**src/rtl/bnb_vector_sequencer.sv**
```systemverilog
// ============================================================================
// Module      : bnb_vector_sequencer
// Description : Clocked stimulus sequencer for one blocking/non-blocking
//               comparison datapath. On an accepted start it walks {a,b,c,d}
//               through vectors 0..NUM_VEC-1. Each vector is held for
//               HOLD_CYCLES drive cycles plus one sample cycle. In the sample
//               cycle f_b and f_nb are compared, and differing cycles are
//               counted into a saturating counter. A normal finish raises a
//               one-cycle done pulse.
// Ports       : clk, rst (async, active-high)
//               start, abort            host control inputs
//               busy, done              host status outputs
//               a, b, c, d              datapath stimulus (registered)
//               f_b, f_nb               datapath results (sampled)
//               vec_idx[3:0]            current / last vector index
//               mismatch_cnt[CNT_W-1:0] saturating mismatch count
//               first_mm_vec[3:0],
//               first_mm_valid          only when BNB_FIRST_MISMATCH_EN is
//                                       defined: index of the first counted
//                                       mismatch of the run
// Config      : `define BNB_FIRST_MISMATCH_EN adds the first-mismatch capture
// Revision    : 1.0 - initial release
// ============================================================================
`timescale 1ns/1ps
`default_nettype none

module bnb_vector_sequencer #(
  parameter int NUM_VEC     = 16,
  parameter int HOLD_CYCLES = 2,
  parameter int CNT_W       = 5
) (
  input  logic             clk,
  input  logic             rst,
  input  logic             start,
  input  logic             abort,
  output logic             busy,
  output logic             done,
  output logic             a,
  output logic             b,
  output logic             c,
  output logic             d,
  input  logic             f_b,
  input  logic             f_nb,
  output logic [3:0]       vec_idx,
`ifdef BNB_FIRST_MISMATCH_EN
  output logic [3:0]       first_mm_vec,
  output logic             first_mm_valid,
`endif
  output logic [CNT_W-1:0] mismatch_cnt
);

  localparam int               HC_W      = (HOLD_CYCLES > 1) ? $clog2(HOLD_CYCLES) : 1;
  localparam logic [HC_W-1:0]  HOLD_LAST = HC_W'(HOLD_CYCLES - 1);
  localparam logic [3:0]       LAST_VEC  = 4'(NUM_VEC - 1);
  localparam logic [CNT_W-1:0] CNT_MAX   = {CNT_W{1'b1}};

  typedef enum logic [1:0] {
    S_IDLE   = 2'd0,
    S_DRIVE  = 2'd1,
    S_SAMPLE = 2'd2,
    S_DONE   = 2'd3
  } state_t;

  state_t          state;
  logic [HC_W-1:0] hold_cnt;
  logic [3:0]      next_vec;

  assign next_vec = vec_idx + 4'd1;

  always_ff @(posedge clk or posedge rst) begin
    if (rst) begin
      state          <= S_IDLE;
      hold_cnt       <= '0;
      busy           <= 1'b0;
      done           <= 1'b0;
      {a, b, c, d}   <= 4'd0;
      vec_idx        <= 4'd0;
      mismatch_cnt   <= '0;
`ifdef BNB_FIRST_MISMATCH_EN
      first_mm_vec   <= 4'd0;
      first_mm_valid <= 1'b0;
`endif
    end else begin
      // done is a single-cycle pulse; only the SAMPLE->DONE edge raises it.
      done <= 1'b0;
      case (state)
        S_IDLE: begin
          // abort beats start in IDLE: simply stay put.
          if (start && !abort) begin
            state          <= S_DRIVE;
            busy           <= 1'b1;
            hold_cnt       <= '0;
            vec_idx        <= 4'd0;
            {a, b, c, d}   <= 4'd0;
            mismatch_cnt   <= '0;
`ifdef BNB_FIRST_MISMATCH_EN
            first_mm_vec   <= 4'd0;
            first_mm_valid <= 1'b0;
`endif
          end
        end

        S_DRIVE: begin
          if (abort) begin
            state        <= S_IDLE;
            busy         <= 1'b0;
            {a, b, c, d} <= 4'd0;
          end else if (hold_cnt == HOLD_LAST) begin
            state <= S_SAMPLE;
          end else begin
            hold_cnt <= hold_cnt + 1'b1;
          end
        end

        S_SAMPLE: begin
          // An aborted sample cycle discards its comparison result.
          if (abort) begin
            state        <= S_IDLE;
            busy         <= 1'b0;
            {a, b, c, d} <= 4'd0;
          end else begin
            if (f_b != f_nb) begin
              if (mismatch_cnt != CNT_MAX) begin
                mismatch_cnt <= mismatch_cnt + 1'b1;
              end
`ifdef BNB_FIRST_MISMATCH_EN
              if (!first_mm_valid) begin
                first_mm_vec   <= vec_idx;
                first_mm_valid <= 1'b1;
              end
`endif
            end
            if (vec_idx == LAST_VEC) begin
              // Last vector: keep a..d and vec_idx as the run's final view.
              state <= S_DONE;
              busy  <= 1'b0;
              done  <= 1'b1;
            end else begin
              state        <= S_DRIVE;
              hold_cnt     <= '0;
              vec_idx      <= next_vec;
              {a, b, c, d} <= next_vec;
            end
          end
        end

        S_DONE: begin
          // start is not honoured here; it must be presented in IDLE.
          state <= S_IDLE;
          if (abort) begin
            {a, b, c, d} <= 4'd0;
          end
        end

        default: begin
          state <= S_IDLE;
          busy  <= 1'b0;
        end
      endcase
    end
  end

endmodule

`default_nettype wire

```
**config.mk**
```make
export PLATFORM = sky130hd
export DESIGN_NAME = bnb_vector_sequencer
export DESIGN_NICKNAME = d
export VERILOG_FILES = /design/src/rtl/bnb_vector_sequencer.sv
export SDC_FILE = /design/constraint.sdc
export NUM_CORES = 1
export LEC_CHECK = 0
export ABC_AREA = 1
export ABC_CLOCK_PERIOD_IN_PS = 2400
export CORE_UTILIZATION = 25
export DETAILED_ROUTE_END_ITERATION = 6
export PLACE_DENSITY = 0.55
export SYNTH_ARGS = -nofsm -noshare
export SYNTH_HDL_FRONTEND = slang
export SYNTH_SLANG_ARGS = --single-unit
export TNS_END_PERCENT = 5
```
**constraint.sdc**
```tcl
create_clock -name clk -period 2.4 [get_ports clk]
set_input_delay 0.24 -clock clk [delete_from_list [all_inputs] [get_ports clk]]
set_output_delay 0.24 -clock clk [all_outputs]
set_load 0.05 [all_outputs]
```
==> impl_metrics.csv, run 1 <==
group,metric,value,unit
run_status,status,"complete, no violations",
yosys,ys_seq_elements,18,
cells_and_area,antenna_cells,0,
setup_path,crit_chain,"clkdlybuf4s50_1",
global_route,grt_pass1_vias,926,
cells_and_area,stdcell_area,1410,um2
drt,wl_met3,101,um
sta,setup_viol,0,
drt,wl_met1,1130,um
drt,drc,0,
sta,setup_ws,0.603,ns
drt,drtIter0Drc,47,
yosys,synth_cell_types,23,
cts,cts_resized,0,
power,vdd_drop_max,465,uV
cts,htree_levels,1,
sta,maxSlewHeadroom,0.546,
setup_path,crit_path_max_fanout,6,
yosys,ys_seq_area_frac,0.401,
sta,drv_slew,0,
yosys,ys.flop_type,"dfrtp_1",
setup_path,r2r_slack,0.81,ns
cts,insertion_delay,0.25,ns
cells_and_area,final_nets,173,
power,static-leakage-power,0.716,nW
run,drv_cap,0,
cells_and_area,final_cells,209,
yosys,synth_largest_area_cell,"dfrtp_1",
cells_and_area,drive_gt1_frac,0.134,
floorplan,rows,24,
setup_path,cp_slowest_stage_delay,0.84,ns
drt,wl_per_cell,10.6,um
drt,wl_met2,976,um
setup_path,path_class,"reg2out",
yosys,synth-edff-count,0,
setup_path,required,2.16,ns
power,power_density,887,nW/um2
cts,cts_tree,"built",
yosys,ys_top_cells_by_count,"nand2_1 (47), dfrtp_1 (18), inv_1 (11)",
cts,cts_buffers,3,
floorplan,coreArea,4320,um2
placed_design,routabilityCongestion,0.766,
setup_path,r2r_start,"state[0]$_DFFE_PP0P_",
setup_path,end_kind,"output pin",
cts,cts_hold_buf,0,
drt,via_count,903,
yosys,syn_area_per_cell,8.25,um2
sta,fin_crit,1.80,ns
placed_design,post-place-ws,0.725,ns
setup_path,critPathLaunch,"vec_idx[2]$_DFFE_PP0P_",
floorplan,die_area,4760,um2
placed_design,place.port_buffers,20,
placed_design,placed_cell_area,1370,um2
drt,wl,2220,um
cts,clock-sinks,18,
drt,postRouteAntennaNets,0,
drt,firstDrtPassIters,4,
drt,topRoutingLayerUsed,"met4",
cts,clk_path_buf_depth,2,
yosys,yosysMostFrequentCell,"nand2_1",
floorplan,start_util,0.260,
yosys,ys_top_cells_by_area,"dfrtp_1 (40%), nand2_1 (16%), ha_1 (8.9%)",
setup_path,cp_data_arrival_time,1.56,ns
setup_path,critPathSlowestCell,"clkdlybuf4s50_1",
yosys,yosysWarningCount,0,
drt,viasPerCell,4.32,
sta,final.setup_skew,0.000852,ns
yosys,async_reset_ff_frac,1.00,
global_route,grt_max_degree,19,
global_route,grt_remaining_overflow,0,
setup_path,crit_buf_inv,1,
floorplan,die_h,69,um
floorplan,io_pins,21,
global_route,grtUsageTotal,0.105,
sta,hold_viol_final,0,
sta,fmax,557,MHz
placed_design,place_hpwl,1750,um
floorplan,fp.dieW,69,um
setup_path,critPathTopFamily,"buffers and inverters",
yosys,synth_top_area_frac,0.401,
global_route,antenna_found_initial,0,
cts,clockRootBuffer,"clkbuf_8",
cts,cts.clk_slew.worst_paths,0.06,ns
global_route,grt_pass1_wl,4140,um
cts,cts_setup_buffers,0,
power,total_power,1.25,mW
yosys,syn_nets,150,
cells_and_area,area_growth,25.3,%
min_path,worstHoldPathType,"in2async",
sta,worstMarginPinSlew,0.681,ns
setup_path,crit_path_start_kind,"flop",
yosys,syn-cell-area,1120,um2
yosys,synthCells,136,
sta,min_period_over_period,0.749,
placed_design,dp.cells,206,
sta,fin_setup_tns,0,ns
sta,rsz0062_at_grt,"false",
-- final timing paths --
kind / cells past startpoint / to
worst max-delay path: 1 / vec_idx[2]
worst min-delay path: 2 / mismatch_cnt[1]$_DFFE_PP0P_
worst max register to register: 9 / mismatch_cnt[1]$_DFFE_PP0P_
worst min register to register: 2 / c$_DFFE_PP0P_
max in group asynchronous: 2 / state[0]$_DFFE_PP0P_
min in group clk: 2 / c$_DFFE_PP0P_
-- sequential cells by signal, indices dropped and copies added, names as in the netlist --
signal	cells
mismatch_cnt	5
vec_idx	4
state	2
a	1
b	1
busy	1
c	1
d	1
done	1
hold_cnt	1
-- cell type report --
type / count / area, um2
inverters: 13 / 48.8
well taps: 52 / 65.1
flip-flops and latches: 18 / 450
repair buffers: 20 / 200
multi-input cells: 103 / 601
fillers: 489 / 2920
clock buffers: 3 / 41.3
-- worst register-to-register path, stage by stage, from the launching register on --
cell and delay (ns):
dfrtp_1 0.41, inv_1 0.12, ha_1 0.38, nand2_4 0.11
nor2_2 0.09, nand2_1 0.08, nand2_4 0.10, nand2_4 0.07
nand2_1 0.06, nand2_1 0.05
-- metrics by stage --
| step | utilization | hold slack [ns] |
|---|---|---|
| global placement | 0.316 | 0.489 |
| finish | 0.325 | 0.392 |
| floorplan | - | 0.179 |
| CTS | 0.325 | 0.433 |
| detailed placement | 0.316 | 0.490 |
| global route | 0.325 | 0.482 |
-- cells by family after synthesis --
kind of cell,share of synthesized area
xor gates and xnor gates,0.0156
adders and majority gates,0.0892
DFF,0.401
and+or+nand+nor,0.361
AOI/OAI and AO/OA,0.0691
buffers and inverters,0.0635
-- where the power goes --
group	internal, mW	leakage [nW]	switching, mW
combinational	0.209	0.449	0.422
sequential	0.358	0.245	0.0542
clock	0.111	0.0216	0.0923
-- cells in the final DEF (no fill, tap or decap), types with 2 or more instances in the layout --
cell	n
nand2_1	47
clkdlybuf4s50_1	20
dfrtp_1	18
inv_1	11
nor2_1	8
ha_1	8
o21ai_0	6
nand3_1	5
nand2_4	4
nand2_2	3
a21oi_1	3
nand4_1	3
o21ai_1	3
clkbuf_8	3
inv_2	2
nand3_2	2
nor2_4	2
nor2_2	2
nand3b_1	2
-- layer usage --
layer,track usage,vias to the layer above
met4,0.0136,0
met5,0,-
met2,0.170,20
li1,-,475
met3,0.0365,2
met1,0.139,406
No activity file was read; power rests on OpenSTA's default activity.
==> run 2, diff against run 1 <==
Settings changed: ABC_CLOCK_PERIOD_IN_PS 2400 to 1800.
Clock period 2.4 ns to 1.8 ns, I/O delays scaled along.
==> run 2 against run 1 <==
Clock-buffer cell count stayed put. Worst setup slack got worse by 0.48 ns. Register-to-register slack lost 0.54 ns. Total power increased by 35%. Worst hold slack got worse by 0.14 ns. Die area did not move. Routed wire length down 1.9%. Critical path depth is the same. Final cell count is 0.96% higher. Combinational power rose by 35%. Clock skew grew 0.0011 ns. Design area up 0.71%. Critical path type unchanged. Critical endpoint is now mismatch_cnt[0]. Largest power group unchanged. Highest routed layer unchanged.
==> impl_metrics.csv, run 2 (same netlist as run 1, synthesis figures left out) <==
group,metric,value,unit
drt,viasPerCell,4.28,
power,vdd_drop_max,556,uV
sta,rsz0062_at_grt,"false",
floorplan,io_pins,21,
setup_path,reg2reg_depth,10,
cts,insertion_delay,0.25,ns
cts,cts_tree,"built",
drt,firstDrtPassIters,4,
sta,fin_setup_tns,0,ns
cts,cts_buffers,3,
floorplan,start_util,0.260,
sta,fin_crit,1.68,ns
setup_path,cp_data_arrival_time,1.50,ns
cells_and_area,layout_common_cells,"nand2_1 (47), dfrtp_1 (18), clkdlybuf4s50_1 (18)",
cts,cts_hold_buf,0,
cells_and_area,antenna_cells,0,
floorplan,coreArea,4320,um2
global_route,grt.met1_usage,0.144,
sta,final.setup_skew,0.00194,ns
sta,holdWs,0.248,ns
placed_design,place.port_buffers,20,
cts,clock-sinks,18,
cells_and_area,final_cells,211,
power,total_power,1.68,mW
power,power_density,1190,nW/um2
setup_path,required,1.62,ns
cells_and_area,regMostFlops,"mismatch_cnt",
global_route,grt_max_degree,19,
global_route,grt_pass1_wl,4080,um
sta,setup_viol,0,
cts,clk_path_buf_depth,2,
setup_path,cp_slowest_stage_delay,0.83,ns
setup_path,crit_path_max_fanout,5,
global_route,grt_pass1_vias,922,
run,drv_cap,0,
run_status,status,"complete, no violations",
setup_path,crit_path_start_kind,"flop",
cells_and_area,area_growth,26.2,%
placed_design,dp.cells,208,
sta,hold_viol_final,0,
drt,wl_per_cell,10.3,um
cts,htree_levels,1,
drt,wl,2180,um
setup_path,critPathSlowestCell,"clkdlybuf4s50_1",
cells_and_area,final_nets,175,
sta,maxSlewHeadroom,0.667,
drt,via_count,904,
sta,drv_slew,0,
cts,cts_setup_buffers,0,
drt,drtIter0Drc,22,
min_path,worstHoldPathType,"in2async",
setup_path,critical_path_depth,1,
floorplan,fp.dieW,69,um
global_route,antenna_found_initial,0,
setup_path,end_kind,"output pin",
placed_design,routabilityCongestion,0.773,
sta,worstMarginPinSlew,0.498,ns
cells_and_area,drive_gt1_frac,0.157,
drt,drc,0,
drt,postRouteAntennaNets,0,
sta,fmax,596,MHz
cells_and_area,fillers,482,
global_route,grt.busiest_layer,"met2",
floorplan,die_area,4760,um2
power,static-leakage-power,0.730,nW
setup_path,crit_chain,"clkdlybuf4s50_1",
cells_and_area,reg.largest.list,"mismatch_cnt: 5 flops, vec_idx: 4 flops, state: 2 flops",
floorplan,die_h,69,um
sta,min_period_over_period,0.931,
cells_and_area,layout_commonest_cell,"nand2_1",
setup_path,path_class,"reg2out",
cells_and_area,largest_register_ffs,5,
global_route,grtUsageTotal,0.104,
setup_path,crit_buf_inv,1,
cts,clockRootBuffer,"clkbuf_8",
global_route,grt_use_met2,0.165,
cts,cts_resized,0,
placed_design,place_hpwl,1720,um
floorplan,rows,24,
cts,cts.clk_slew.worst_paths,0.06,ns
global_route,grt_remaining_overflow,0,
global_route,met3_usage,0.0307,
setup_path,critPathTopFamily,"buffers and inverters",
==> run 2: layout make-up <==
cell class / count / area (um2) / share of cell area
inverter: 13 / 48.8 / 0.0345
sequential: 18 / 450 / 0.318
timing repair buffer: 22 / 210 / 0.148
tap: 52 / 65.1 / 0.0459
clock buffer: 3 / 41.3 / 0.0292
multi-input combinational: 103 / 601 / 0.424
==> run 2: path summary, 6_finish.rpt <==
kind	from	slack (ns)	end
setup / recovery	mismatch_cnt[0]$_DFFE_PP0P_	0.12	mismatch_cnt[0]
hold / removal	rst	0.25	mismatch_cnt[2]$_DFFE_PP0P_
setup reg to reg	mismatch_cnt[0]$_DFFE_PP0P_	0.27	mismatch_cnt[2]$_DFFE_PP0P_
hold reg to reg	d$_DFFE_PP0P_	0.50	d$_DFFE_PP0P_
max in group asynchronous	rst	1.35	done$_DFF_PP0_
min in group clk	d$_DFFE_PP0P_	0.50	d$_DFFE_PP0P_
==> run 2: worst reg2reg max path, cell delays in order, from the launching register on <==
cell and delay [ns]:
dfrtp_1 0.43, ha_1 0.24, nand2_1 0.07, nor2_1 0.05
ha_1 0.19, nor2_2 0.10, nand2_1 0.08, nand2_4 0.10
nand2_4 0.07, nand2_1 0.07, nand2_1 0.05
==> run 2: per-stage QoR <==
stage	area, um2	worst slack, ns	utilization
2_1_floorplan	1120	0.0985	-
3_3_place_gp	1380	0.192	0.318
3_5_place_dp	1380	0.180	0.318
4_1_cts	1420	0.0981	0.328
5_1_grt	1420	0.0537	0.328
6_report	1420	0.123	0.328
==> run 2: routing by layer <==
metal  vias to the layer above  wire length, um
met5                         -                0
met4                         0               11
met3                         2               86
met2                        15              941
met1                       399             1140
li1                        488                -
==> run 2: power breakdown <==
part	internal (mW)	total (mW)	switching [mW]
clock	0.149	0.280	0.131
sequential	0.478	0.552	0.0738
combinational	0.285	0.849	0.564
total	0.912	1.68	0.769
